[src/rtl/draw_sched_pkg.sv]
// Shared definitions for the draw scheduler: FSM state encoding and the
// default coordinate / colour / delay widths.
package draw_sched_pkg;

  localparam int unsigned DEF_COORD_W  = 10;
  localparam int unsigned DEF_COLOUR_W = 3;
  localparam int unsigned DEF_DLY_W    = 20;

  typedef enum logic [2:0] {
    IDLE,
    LOAD,
    DRAW,
    INC,
    CHANGE
  } state_t;

endpackage

[src/rtl/draw_scheduler_if.sv]
// Control/status bundle between the scheduler FSM and its draw-delay counter.
//   clear  : zero the counter (scheduler -> counter)
//   count  : advance the counter (scheduler -> counter)
//   delay  : terminal value for the current channel (scheduler -> counter)
//   done_c : counter has reached delay, combinational (counter -> scheduler)
interface draw_scheduler_if #(
  parameter int unsigned DLY_W = draw_sched_pkg::DEF_DLY_W
);
  logic             clear;
  logic             count;
  logic [DLY_W-1:0] delay;
  logic             done_c;

  modport master (output clear, count, delay, input done_c);
  modport slave  (input clear, count, delay, output done_c);
endinterface

[src/rtl/draw_delay_counter.sv]
// Per-channel draw-delay counter: clear, count up, terminal compare.
// Ports: clk, reset (sync, active-high), ctr (slave side of draw_scheduler_if).
// The counter holds at the terminal value, so it never wraps for a legal delay.
module draw_delay_counter
  import draw_sched_pkg::*;
#(
  parameter int unsigned DLY_W = DEF_DLY_W
) (
  input  logic            clk,
  input  logic            reset,
  draw_scheduler_if.slave ctr
);

  logic [DLY_W-1:0] cnt_q;

  // Counter register
  always_ff @(posedge clk) begin
    if (reset)                         cnt_q <= '0;
    else if (ctr.clear)                cnt_q <= '0;
    else if (ctr.count && !ctr.done_c) cnt_q <= cnt_q + DLY_W'(1);
  end

  assign ctr.done_c = (cnt_q == ctr.delay);

endmodule

[src/rtl/draw_scheduler.sv]
// Frame scheduler for up to 8 drawable channels. Each frame runs an erase
// pass (black) then a draw pass over the channels latched active at the frame
// tick, with one game-state advance pulse between the passes.
// Ports: clk, reset (sync, active-high), frame_tick, ch_active, ch_delay,
//   ch_x, ch_y, ch_colour, ch_en (packed per-channel inputs);
//   go (per-channel start pulse), x, y, colour, writeEn (muxed pixel write),
//   inc_enable, iscolour, busy.
// Build option: DRAW_SCHED_PENDING_EN holds a frame_tick that arrives while
//   busy and starts the next frame from IDLE; otherwise such ticks are dropped.
module draw_scheduler
  import draw_sched_pkg::*;
#(
  parameter int unsigned NUM_CH   = 3,
  parameter int unsigned COORD_W  = DEF_COORD_W,
  parameter int unsigned COLOUR_W = DEF_COLOUR_W,
  parameter int unsigned DLY_W    = DEF_DLY_W
) (
  input  logic                         clk,
  input  logic                         reset,
  input  logic                         frame_tick,
  input  logic [NUM_CH-1:0]            ch_active,
  input  logic [NUM_CH*DLY_W-1:0]      ch_delay,
  input  logic [NUM_CH*COORD_W-1:0]    ch_x,
  input  logic [NUM_CH*COORD_W-1:0]    ch_y,
  input  logic [NUM_CH*COLOUR_W-1:0]   ch_colour,
  input  logic [NUM_CH-1:0]            ch_en,
  output logic [NUM_CH-1:0]            go,
  output logic [COORD_W-1:0]           x,
  output logic [COORD_W-1:0]           y,
  output logic [COLOUR_W-1:0]          colour,
  output logic                         writeEn,
  output logic                         inc_enable,
  output logic                         iscolour,
  output logic                         busy
);

  localparam int unsigned SEL_W = (NUM_CH > 1) ? $clog2(NUM_CH) : 1;

  state_t            state_q, state_d;
  logic [SEL_W-1:0]  sel_q, sel_d;
  logic              iscolour_q, iscolour_d;
  logic [NUM_CH-1:0] act_q, act_d;
  logic              start_c;
  logic              has_next;
  logic [SEL_W-1:0]  next_sel;
  logic              drawing;

  // Lowest set bit of a channel mask (0 when empty)
  function automatic logic [SEL_W-1:0] lowest(input logic [NUM_CH-1:0] m);
    lowest = '0;
    for (int i = NUM_CH - 1; i >= 0; i--) begin
      if (m[i]) lowest = SEL_W'(i);
    end
  endfunction

  draw_scheduler_if #(.DLY_W(DLY_W)) ctr_if ();

  draw_delay_counter #(.DLY_W(DLY_W)) u_delay_counter (
    .clk   (clk),
    .reset (reset),
    .ctr   (ctr_if.slave)
  );

  assign ctr_if.clear = (state_q == LOAD);
  assign ctr_if.count = (state_q == DRAW);
  assign ctr_if.delay = ch_delay[int'(sel_q)*DLY_W +: DLY_W];

`ifdef DRAW_SCHED_PENDING_EN
  logic pending_q;

  // Remembers one tick seen while busy; IDLE consumes it
  always_ff @(posedge clk) begin
    if (reset)                  pending_q <= 1'b0;
    else if (state_q == IDLE)   pending_q <= 1'b0;
    else if (frame_tick)        pending_q <= 1'b1;
  end

  assign start_c = frame_tick | pending_q;
`else
  assign start_c = frame_tick;
`endif

  // Next higher latched-active channel above sel
  always_comb begin
    has_next = 1'b0;
    next_sel = '0;
    for (int i = NUM_CH - 1; i >= 0; i--) begin
      if (act_q[i] && (i > int'(sel_q))) begin
        has_next = 1'b1;
        next_sel = SEL_W'(i);
      end
    end
  end

  // State registers
  always_ff @(posedge clk) begin
    if (reset) begin
      state_q    <= IDLE;
      sel_q      <= '0;
      iscolour_q <= 1'b0;
      act_q      <= '0;
    end else begin
      state_q    <= state_d;
      sel_q      <= sel_d;
      iscolour_q <= iscolour_d;
      act_q      <= act_d;
    end
  end

  // Next-state logic
  always_comb begin
    state_d    = state_q;
    sel_d      = sel_q;
    iscolour_d = iscolour_q;
    act_d      = act_q;
    case (state_q)
      IDLE: begin
        if (start_c) begin
          act_d = ch_active;
          if (|ch_active) begin
            sel_d   = lowest(ch_active);
            state_d = LOAD;
          end else begin
            state_d = INC;
          end
        end
      end
      LOAD: state_d = DRAW;
      DRAW: begin
        if (ctr_if.done_c) begin
          if (has_next) begin
            sel_d   = next_sel;
            state_d = LOAD;
          end else begin
            state_d = iscolour_q ? CHANGE : INC;
          end
        end
      end
      INC: state_d = CHANGE;
      CHANGE: begin
        iscolour_d = !iscolour_q;
        if (!iscolour_q) begin
          // Entering the draw pass
          if (|act_q) begin
            sel_d   = lowest(act_q);
            state_d = LOAD;
          end else begin
            state_d = CHANGE;
          end
        end else begin
          state_d = IDLE;
        end
      end
      default: state_d = IDLE;
    endcase
  end

  // Outputs decoded from state; pixel path follows sel with zero latency
  assign drawing    = (state_q == LOAD) || (state_q == DRAW);
  assign busy       = (state_q != IDLE);
  assign inc_enable = (state_q == INC);
  assign iscolour   = iscolour_q;
  assign go         = (state_q == LOAD) ? (NUM_CH'(1) << sel_q) : '0;
  assign writeEn    = drawing & ch_en[sel_q];
  assign x          = drawing ? ch_x[int'(sel_q)*COORD_W +: COORD_W] : '0;
  assign y          = drawing ? ch_y[int'(sel_q)*COORD_W +: COORD_W] : '0;
  assign colour     = (drawing && iscolour_q) ?
                      ch_colour[int'(sel_q)*COLOUR_W +: COLOUR_W] : '0;

endmodule

[config.mk]
export PLATFORM = sky130hd
export DESIGN_NAME = draw_scheduler
export DESIGN_NICKNAME = d
export VERILOG_FILES = /design/src/rtl/draw_sched_pkg.sv /design/src/rtl/draw_scheduler_if.sv /design/src/rtl/draw_delay_counter.sv /design/src/rtl/draw_scheduler.sv
export SDC_FILE = /design/constraint.sdc
export NUM_CORES = 1
export LEC_CHECK = 0
export CAP_MARGIN = 20
export CORE_MARGIN = 3
export CORE_UTILIZATION = 40
export DETAILED_ROUTE_END_ITERATION = 10
export PLACE_DENSITY_LB_ADDON = 0.3
export SYNTH_ARGS = -nofsm -noshare
export SYNTH_HDL_FRONTEND = slang
export SYNTH_SLANG_ARGS = --single-unit
[constraint.sdc]
create_clock -name clk -period 3 [get_ports clk]
set_clock_uncertainty 0.15 [all_clocks]
set_input_delay 0.75 -clock clk [delete_from_list [all_inputs] [get_ports clk]]
set_output_delay 0.75 -clock clk [all_outputs]
set_load 0.05 [all_outputs]
======== Yosys cells after proc, flatten, opt, wreduce, memory -nomap -nowiden ========
Cells that the tools add are included.
word-level totals
  bits in registers ....................... 29
  bits in latches ......................... 0
  memory bits (writable) .................. 0
  memory bits (read-only) ................. 0
  input port bits ......................... 138
  output and inout port bits .............. 30
  memories ................................ 0
operators by class
  $add $sub $neg .......................... 1
  $mul .................................... 3
  div/mod/pow operators ................... 0
  $lt $le $gt $ge ......................... 3
  eq/ne operators ......................... 11
  shifts and indexed selects .............. 5
  muxes and demuxes ....................... 31
  bitwise logic cells ..................... 1
  reductions and logical operators ........ 16
operators by type and width
  kind                                                                    count
  30-bit by 7-bit variable part select with 10-bit output                 2
  60-bit by 8-bit variable part select with 20-bit output                 1
  2-bit two-way mux                                                       15
  3-bit two-way mux                                                       8
  20-bit by 1-bit adder with 20-bit output (second input constant)        1
  20-bit equality test                                                    1
  10-bit two-way mux                                                      2
  3-bit case mux with 5 select lines                                      1
  2-bit != test (second input constant)                                   6
  2-bit by 3-bit multiplier with 5-bit output (second input constant)     2
  9-bit by 5-bit variable part select with 3-bit output                   1
  7-bit AND reduction                                                     1
  3-bit by 2-bit equality test with 1-bit output (second input constant)  2
  2-bit case mux with 3 select lines                                      1
  3-bit nonzero test                                                      2
  3-bit OR reduction                                                      2
  1-bit logical AND                                                       4
  2-bit by 2-bit multiplier with 4-bit output (second input constant)     1
  2-bit AND reduction                                                     2
  3-bit by 1-bit equality test with 1-bit output (second input constant)  1
  3-bit equality test (second input constant)                             1
  3-bit zero test                                                         1
  2-bit by 3-bit < comparator with 1-bit output (second input constant)   1
  1-bit two-way mux                                                       3
  other kinds (8)                                                         9

======== Logic depth before layout (Yosys ltp) ========
Gate-level depths: netlist of the first run.
  depth after elaboration ................. 7
  gate-level depth with buffers ........... 12
  mapped depth without buffers ............ 8

======== By module ========
A second synthesis of the first run with hierarchy kept.
unflattened totals
  cells, all modules ...................... 402
  area, all modules ....................... 2805.2 µm²
by module, submodules not included
  module              instances  cells each  area an instance (µm²)  seq. area each (µm²)
  draw_scheduler      1          261         1627.8                  180.2
  draw_delay_counter  1          141         1177.4                  400.4

======== Worst setup path after synthesis of the first run ========
Ideal clock, no wire load.
  path type ............................... register to output
  start ................................... reg sel_q[0]
  end ..................................... out go[1]
  arrival time ............................ 2.794 ns
  slack ................................... -0.694 ns
  stages on the path, launching flop included .. 7
  path through ............................ dfxtp_1 buf_4 buf_6 buf_4 clkbuf_1 buf_1 nor3b_1
on the way
  longest elaborated chain between the ends .. 2
ends and longest elaborated chain
  element                                      RTL line               RTL
  start, declared                              draw_scheduler.sv:40   logic [SEL_W-1:0] sel_q, sel_d;
  start signal, assigned                       draw_scheduler.sv:104  sel_q <= sel_d;
  1-bit by 2-bit left shift with 3-bit output  draw_scheduler.sv:163  assign go = (state_q == LOAD) ? (NUM_CH'(1) << sel_q) : '0;
  3-bit two-way mux                            draw_scheduler.sv:163
  end, declared                                draw_scheduler.sv:27   output logic [NUM_CH-1:0] go,
No other way between the ends.

======== Worst setup path after layout of the first run ========
  start ................................... in ch_delay[23]
  end ..................................... reg u_delay_counter.cnt_q[19]
on the way
  longest elaborated chain between the ends .. 4
ends and longest elaborated chain
  element                                                  RTL line                  RTL
  start, declared                                          draw_scheduler.sv:22      input logic [NUM_CH*DLY_W-1:0] ch_delay,
  60-bit by 8-bit variable part select with 20-bit output  draw_scheduler.sv:66      assign ctr_if.delay = ch_delay[int'(sel_q)*DLY_W +: DLY_W];
  20-bit equality test                                     draw_delay_counter.sv:23  assign ctr.done_c = (cnt_q == ctr.delay);
  1-bit zero test                                          draw_delay_counter.sv:20  else if (ctr.count && !ctr.done_c) cnt_q <= cnt_q + DLY_W'(1);
  1-bit logical AND                                        draw_delay_counter.sv:20
  end signal, assigned                                     draw_delay_counter.sv:20
  end, declared                                            draw_delay_counter.sv:14  logic [DLY_W-1:0] cnt_q;
No other way between the ends.
A chain may end at the register's enable or synchronous reset.

==> results of run 1 <==
## final cells by class
| class | instances | area share, % |
|---|---|---|
| Sequential cell | 29 | 10.4 |
| Tap cell | 99 | 2.21 |
| Multi-Input combinational cell | 356 | 45.3 |
| Clock buffer | 8 | 1.99 |
| Timing Repair Buffer | 192 | 38.9 |
| Inverter | 17 | 1.14 |
## registers in the layout (all words and copies together), names as in the netlist
register and cells:
state_q 3, sel_q 2, iscolour 1, u_delay_counter.cnt_q 20, act_q 3
## where the power goes
group          switching, mW  internal [mW]
logic                  0.660          0.638
clock network          0.148          0.237
registers             0.0529          0.401
total                  0.861           1.28
## worst max-delay path by stage
stage	startpoint	to	slack, ns	depth (start not counted)
after CTS	ch_delay[14]	u_delay_counter.cnt_q[9]	0.003	11
final	ch_delay[23]	u_delay_counter.cnt_q[19]	0.05	11
after global routing	ch_delay[3]	u_delay_counter.cnt_q[7]	-0.01	11
after floorplan	sel_q[0]	go[1]	-0.07	6
after detailed placement	ch_delay[14]	state_q[0]	-0.43	9
after global placement	ch_delay[14]	u_delay_counter.cnt_q[19]	-0.33	10
## cell usage in the layout, fill, tap and decap left out, types with 3 or more instances in the layout
master and instances:
nand2b_1 7, clkbuf_8 6, nor2_4 18, o21ai_0 20, or3_1 18, nand4_1 4
xnor2_1 12, o221a_2 4, nor2b_1 5, mux2i_1 42, clkdlybuf4s50_1 128, a21oi_1 49
dlymetal6s2s_1 12, and3_1 3, buf_6 6, xor2_1 6, nor2_1 55, nand2_1 24
a311oi_1 3, o21ai_1 7, mux2i_2 3, buf_12 27, buf_4 19, nand3_1 8
inv_1 16, nor3_1 10, dfxtp_1 27
## tightest hold or removal path: stages, from the launching register on
cell and delay, ns:
dfxtp_1 0.32, o21ai_0 0.07, a21oi_1 0.06
## cell families after synthesis
| logic type | share of synthesized area (%) |
|---|---|
| AND/OR/NAND/NOR | 27.2 |
| AO/OA/AOI/OAI | 24.4 |
| multiplexers | 16.5 |
| buffers and inverters | 7.26 |
| flip-flops | 19.0 |
| XOR/XNOR | 5.17 |
| adder cells (fa/ha/maj) | 0.410 |
## per-layer routing
metal | up-vias | wire length, microns
li1 | 1899 | -
met1 | 1863 | 4930
met2 | 180 | 6490
met3 | 28 | 1030
met4 | 0 | 335
met5 | - | 0
## stage by stage
stage	instances	TNS [ns]	utilization, %	total power, mW
global route	701	-0.0120	76.4	2.23
global placement	689	-7.03	71.8	1.69
CTS	698	0	73.7	2.11
detailed placement	689	-8.42	71.8	1.71
finish	701	0	76.4	2.14
floorplan	433	-0.0657	-	1.14
## timing repair
| action | CTS | global route |
|---|---|---|
| cloned | 0 | 2 |
| endpoints found under the setup margin | 23 | 44 |
| endpoints found under the hold margin | 0 | 0 |
| resized for setup | 4 | 45 |
| pin swaps | 2 | 16 |
| hold buffers | 0 | 0 |
| setup buffers | 1 | 1 |
==> results.cfg, run 1 <==
[clock_network]
clkTransAtPathRegs_ns = 0.06
cts_tree = yes
cts_sinks = 29
cts_buffers = 5
cts_root_buffer = clkbuf_8
clockBufferDepth = 2
h-tree-depth = 2
insertion_delay_ns = 0.28

[power_and_ir_drop]
p_leak_nw = 2.09
irDropWorstVdd_v = 0.000305
power_density_nw_per_um2 = 381

[setup_path]
critical_path_class = primary input to flop
crit_fanout = 6
crit_slowest_cell = or4_4
r2r_setup_slack_ns = 0.13
path_buf_inv = 3
r2r_start = sel_q[0]
cp_top_family = buffers and inverters
r2r_cells = 11
worstReg2RegEnd = u_delay_counter.cnt_q[19]
timing.critical_path.arrival_ns = 3.01
cp-start-kind = primary input
slowest_delay_ns = 0.41
crit_top_cell = buf_6
endpoint_kind = flop
crit_chain = clkdlybuf4s50_1 > mux2_2 > a22oi_2 > xnor2_1 > a311oi_1 > nand4_1 > buf_6 > o2111ai_4 > buf_6 > or4_4 > a21oi_2
crit_required_ns = 3.06

[routing]
wl_per_cell_microns = 18.2
antenna_left = 0
num_vias = 3970
detail_route.iter0.violations = 235
totalWireLength_microns = 12800
first_pass_iters = 7
routed_via_density = 5.66
drc = 0

[final_layout]
antennaDiodeCount = 0
n_fill_cell = 484
design_area_sq_um = 5600
syn_to_final_growth_pct = 83.7
final_nets = 740
layout-drive-gt1-share_pct = 19.4
multi_input_comb_area_sq_um = 2540
seq_area_sq_um = 586

[logic_synthesis]
synth_area_sq_um = 3050
ys_types = 57
ys_ff_latch = 29
synth_fp_nets = 572
synth_edf_count = 0
synth.top_cell.area_share_pct = 19.0
synth.top_cells.by_area = dfxtp_1 (19%), mux2i_1 (15%), nor2_1 (9.0%)
synthCells = 433
ys.warnings.count = 0
yosysSeqAreaShare_pct = 19.0
synthTopCellsByCount = nor2_1 (73), a21oi_1 (50), mux2i_1 (45), dfxtp_1 (29), nand2_1 (24)
synth_most_common_cell = nor2_1
synth_top_area_cell = dfxtp_1
synth-async-reset-ratio_pct = 0
ys.flop_type = dfxtp_1
avgSynthCellArea_sq_um = 7.04

[timing]
period_share_pct = 98.4
fin_ws_ns = 0.0493
period_needed_ns = 2.95
timing.slew.headroom_pct = 50.6
finalHoldViolations = 0
slew_violations = 0
finalSetupViolCount = 0
timing.fmax_ghz = 0.339
worstMarginPinSlew_ns = 0.741
timing.hold.ws_ns = 0.347

[place]
gp_congestion = 0.827
place_ws_ns = -0.427
port_buffers = 167
postPlaceCellArea_sq_um = 5260
dp_hpwl_microns = 9960

[grt]
grt_overflow = 0
grt_antenna_before_repair = 0
grt.met2_usage_pct = 48.0
grt_pass1_wl_microns = 19300
grt_max_degree = 23
grt_most_used_layer = met2
grt_usage_pct = 27.2
met3_usage_pct = 5.07
grt_pass1_vias = 3821
use_met1_pct = 33.5

[die]
num_rows = 31
initial_core_util_pct = 41.6
core_area_sq_um = 7330
dieArea_sq_um = 8710
die_h_microns = 93.3
io_pins = 168
die_w_microns = 93.3

[min_path]
hold_path.class = flop to flop
hp-start = u_delay_counter.cnt_q[18]
hold_depth = 2
whs_endpoint = u_delay_counter.cnt_q[18]

[job]
cap_violations = 0

[outcome]
status = complete, no violations
(Power assumes the default switching activity.)
==> run 2: changes to the inputs <==
--- a/config.mk
+++ b/config.mk
@@ -5,6 +5,7 @@
 export SDC_FILE = /design/constraint.sdc
 export NUM_CORES = 1
 export LEC_CHECK = 0
+export ABC_CLOCK_PERIOD_IN_PS = 3000
 export CAP_MARGIN = 20
 export CORE_MARGIN = 3
 export CORE_UTILIZATION = 40
==> results of run 2 <==
Final layout, timing and power as in run 1 (identical DEF).
==> run 3: changes to the inputs <==
--- a/config.mk
+++ b/config.mk
@@ -10,6 +10,7 @@
 export CORE_MARGIN = 3
 export CORE_UTILIZATION = 40
 export DETAILED_ROUTE_END_ITERATION = 10
+export HOLD_SLACK_MARGIN = 0.03
 export PLACE_DENSITY_LB_ADDON = 0.3
 export SYNTH_ARGS = -nofsm -noshare
 export SYNTH_HDL_FRONTEND = slang
==> results of run 3 <==
Final layout, timing and power as in run 1 (identical DEF).
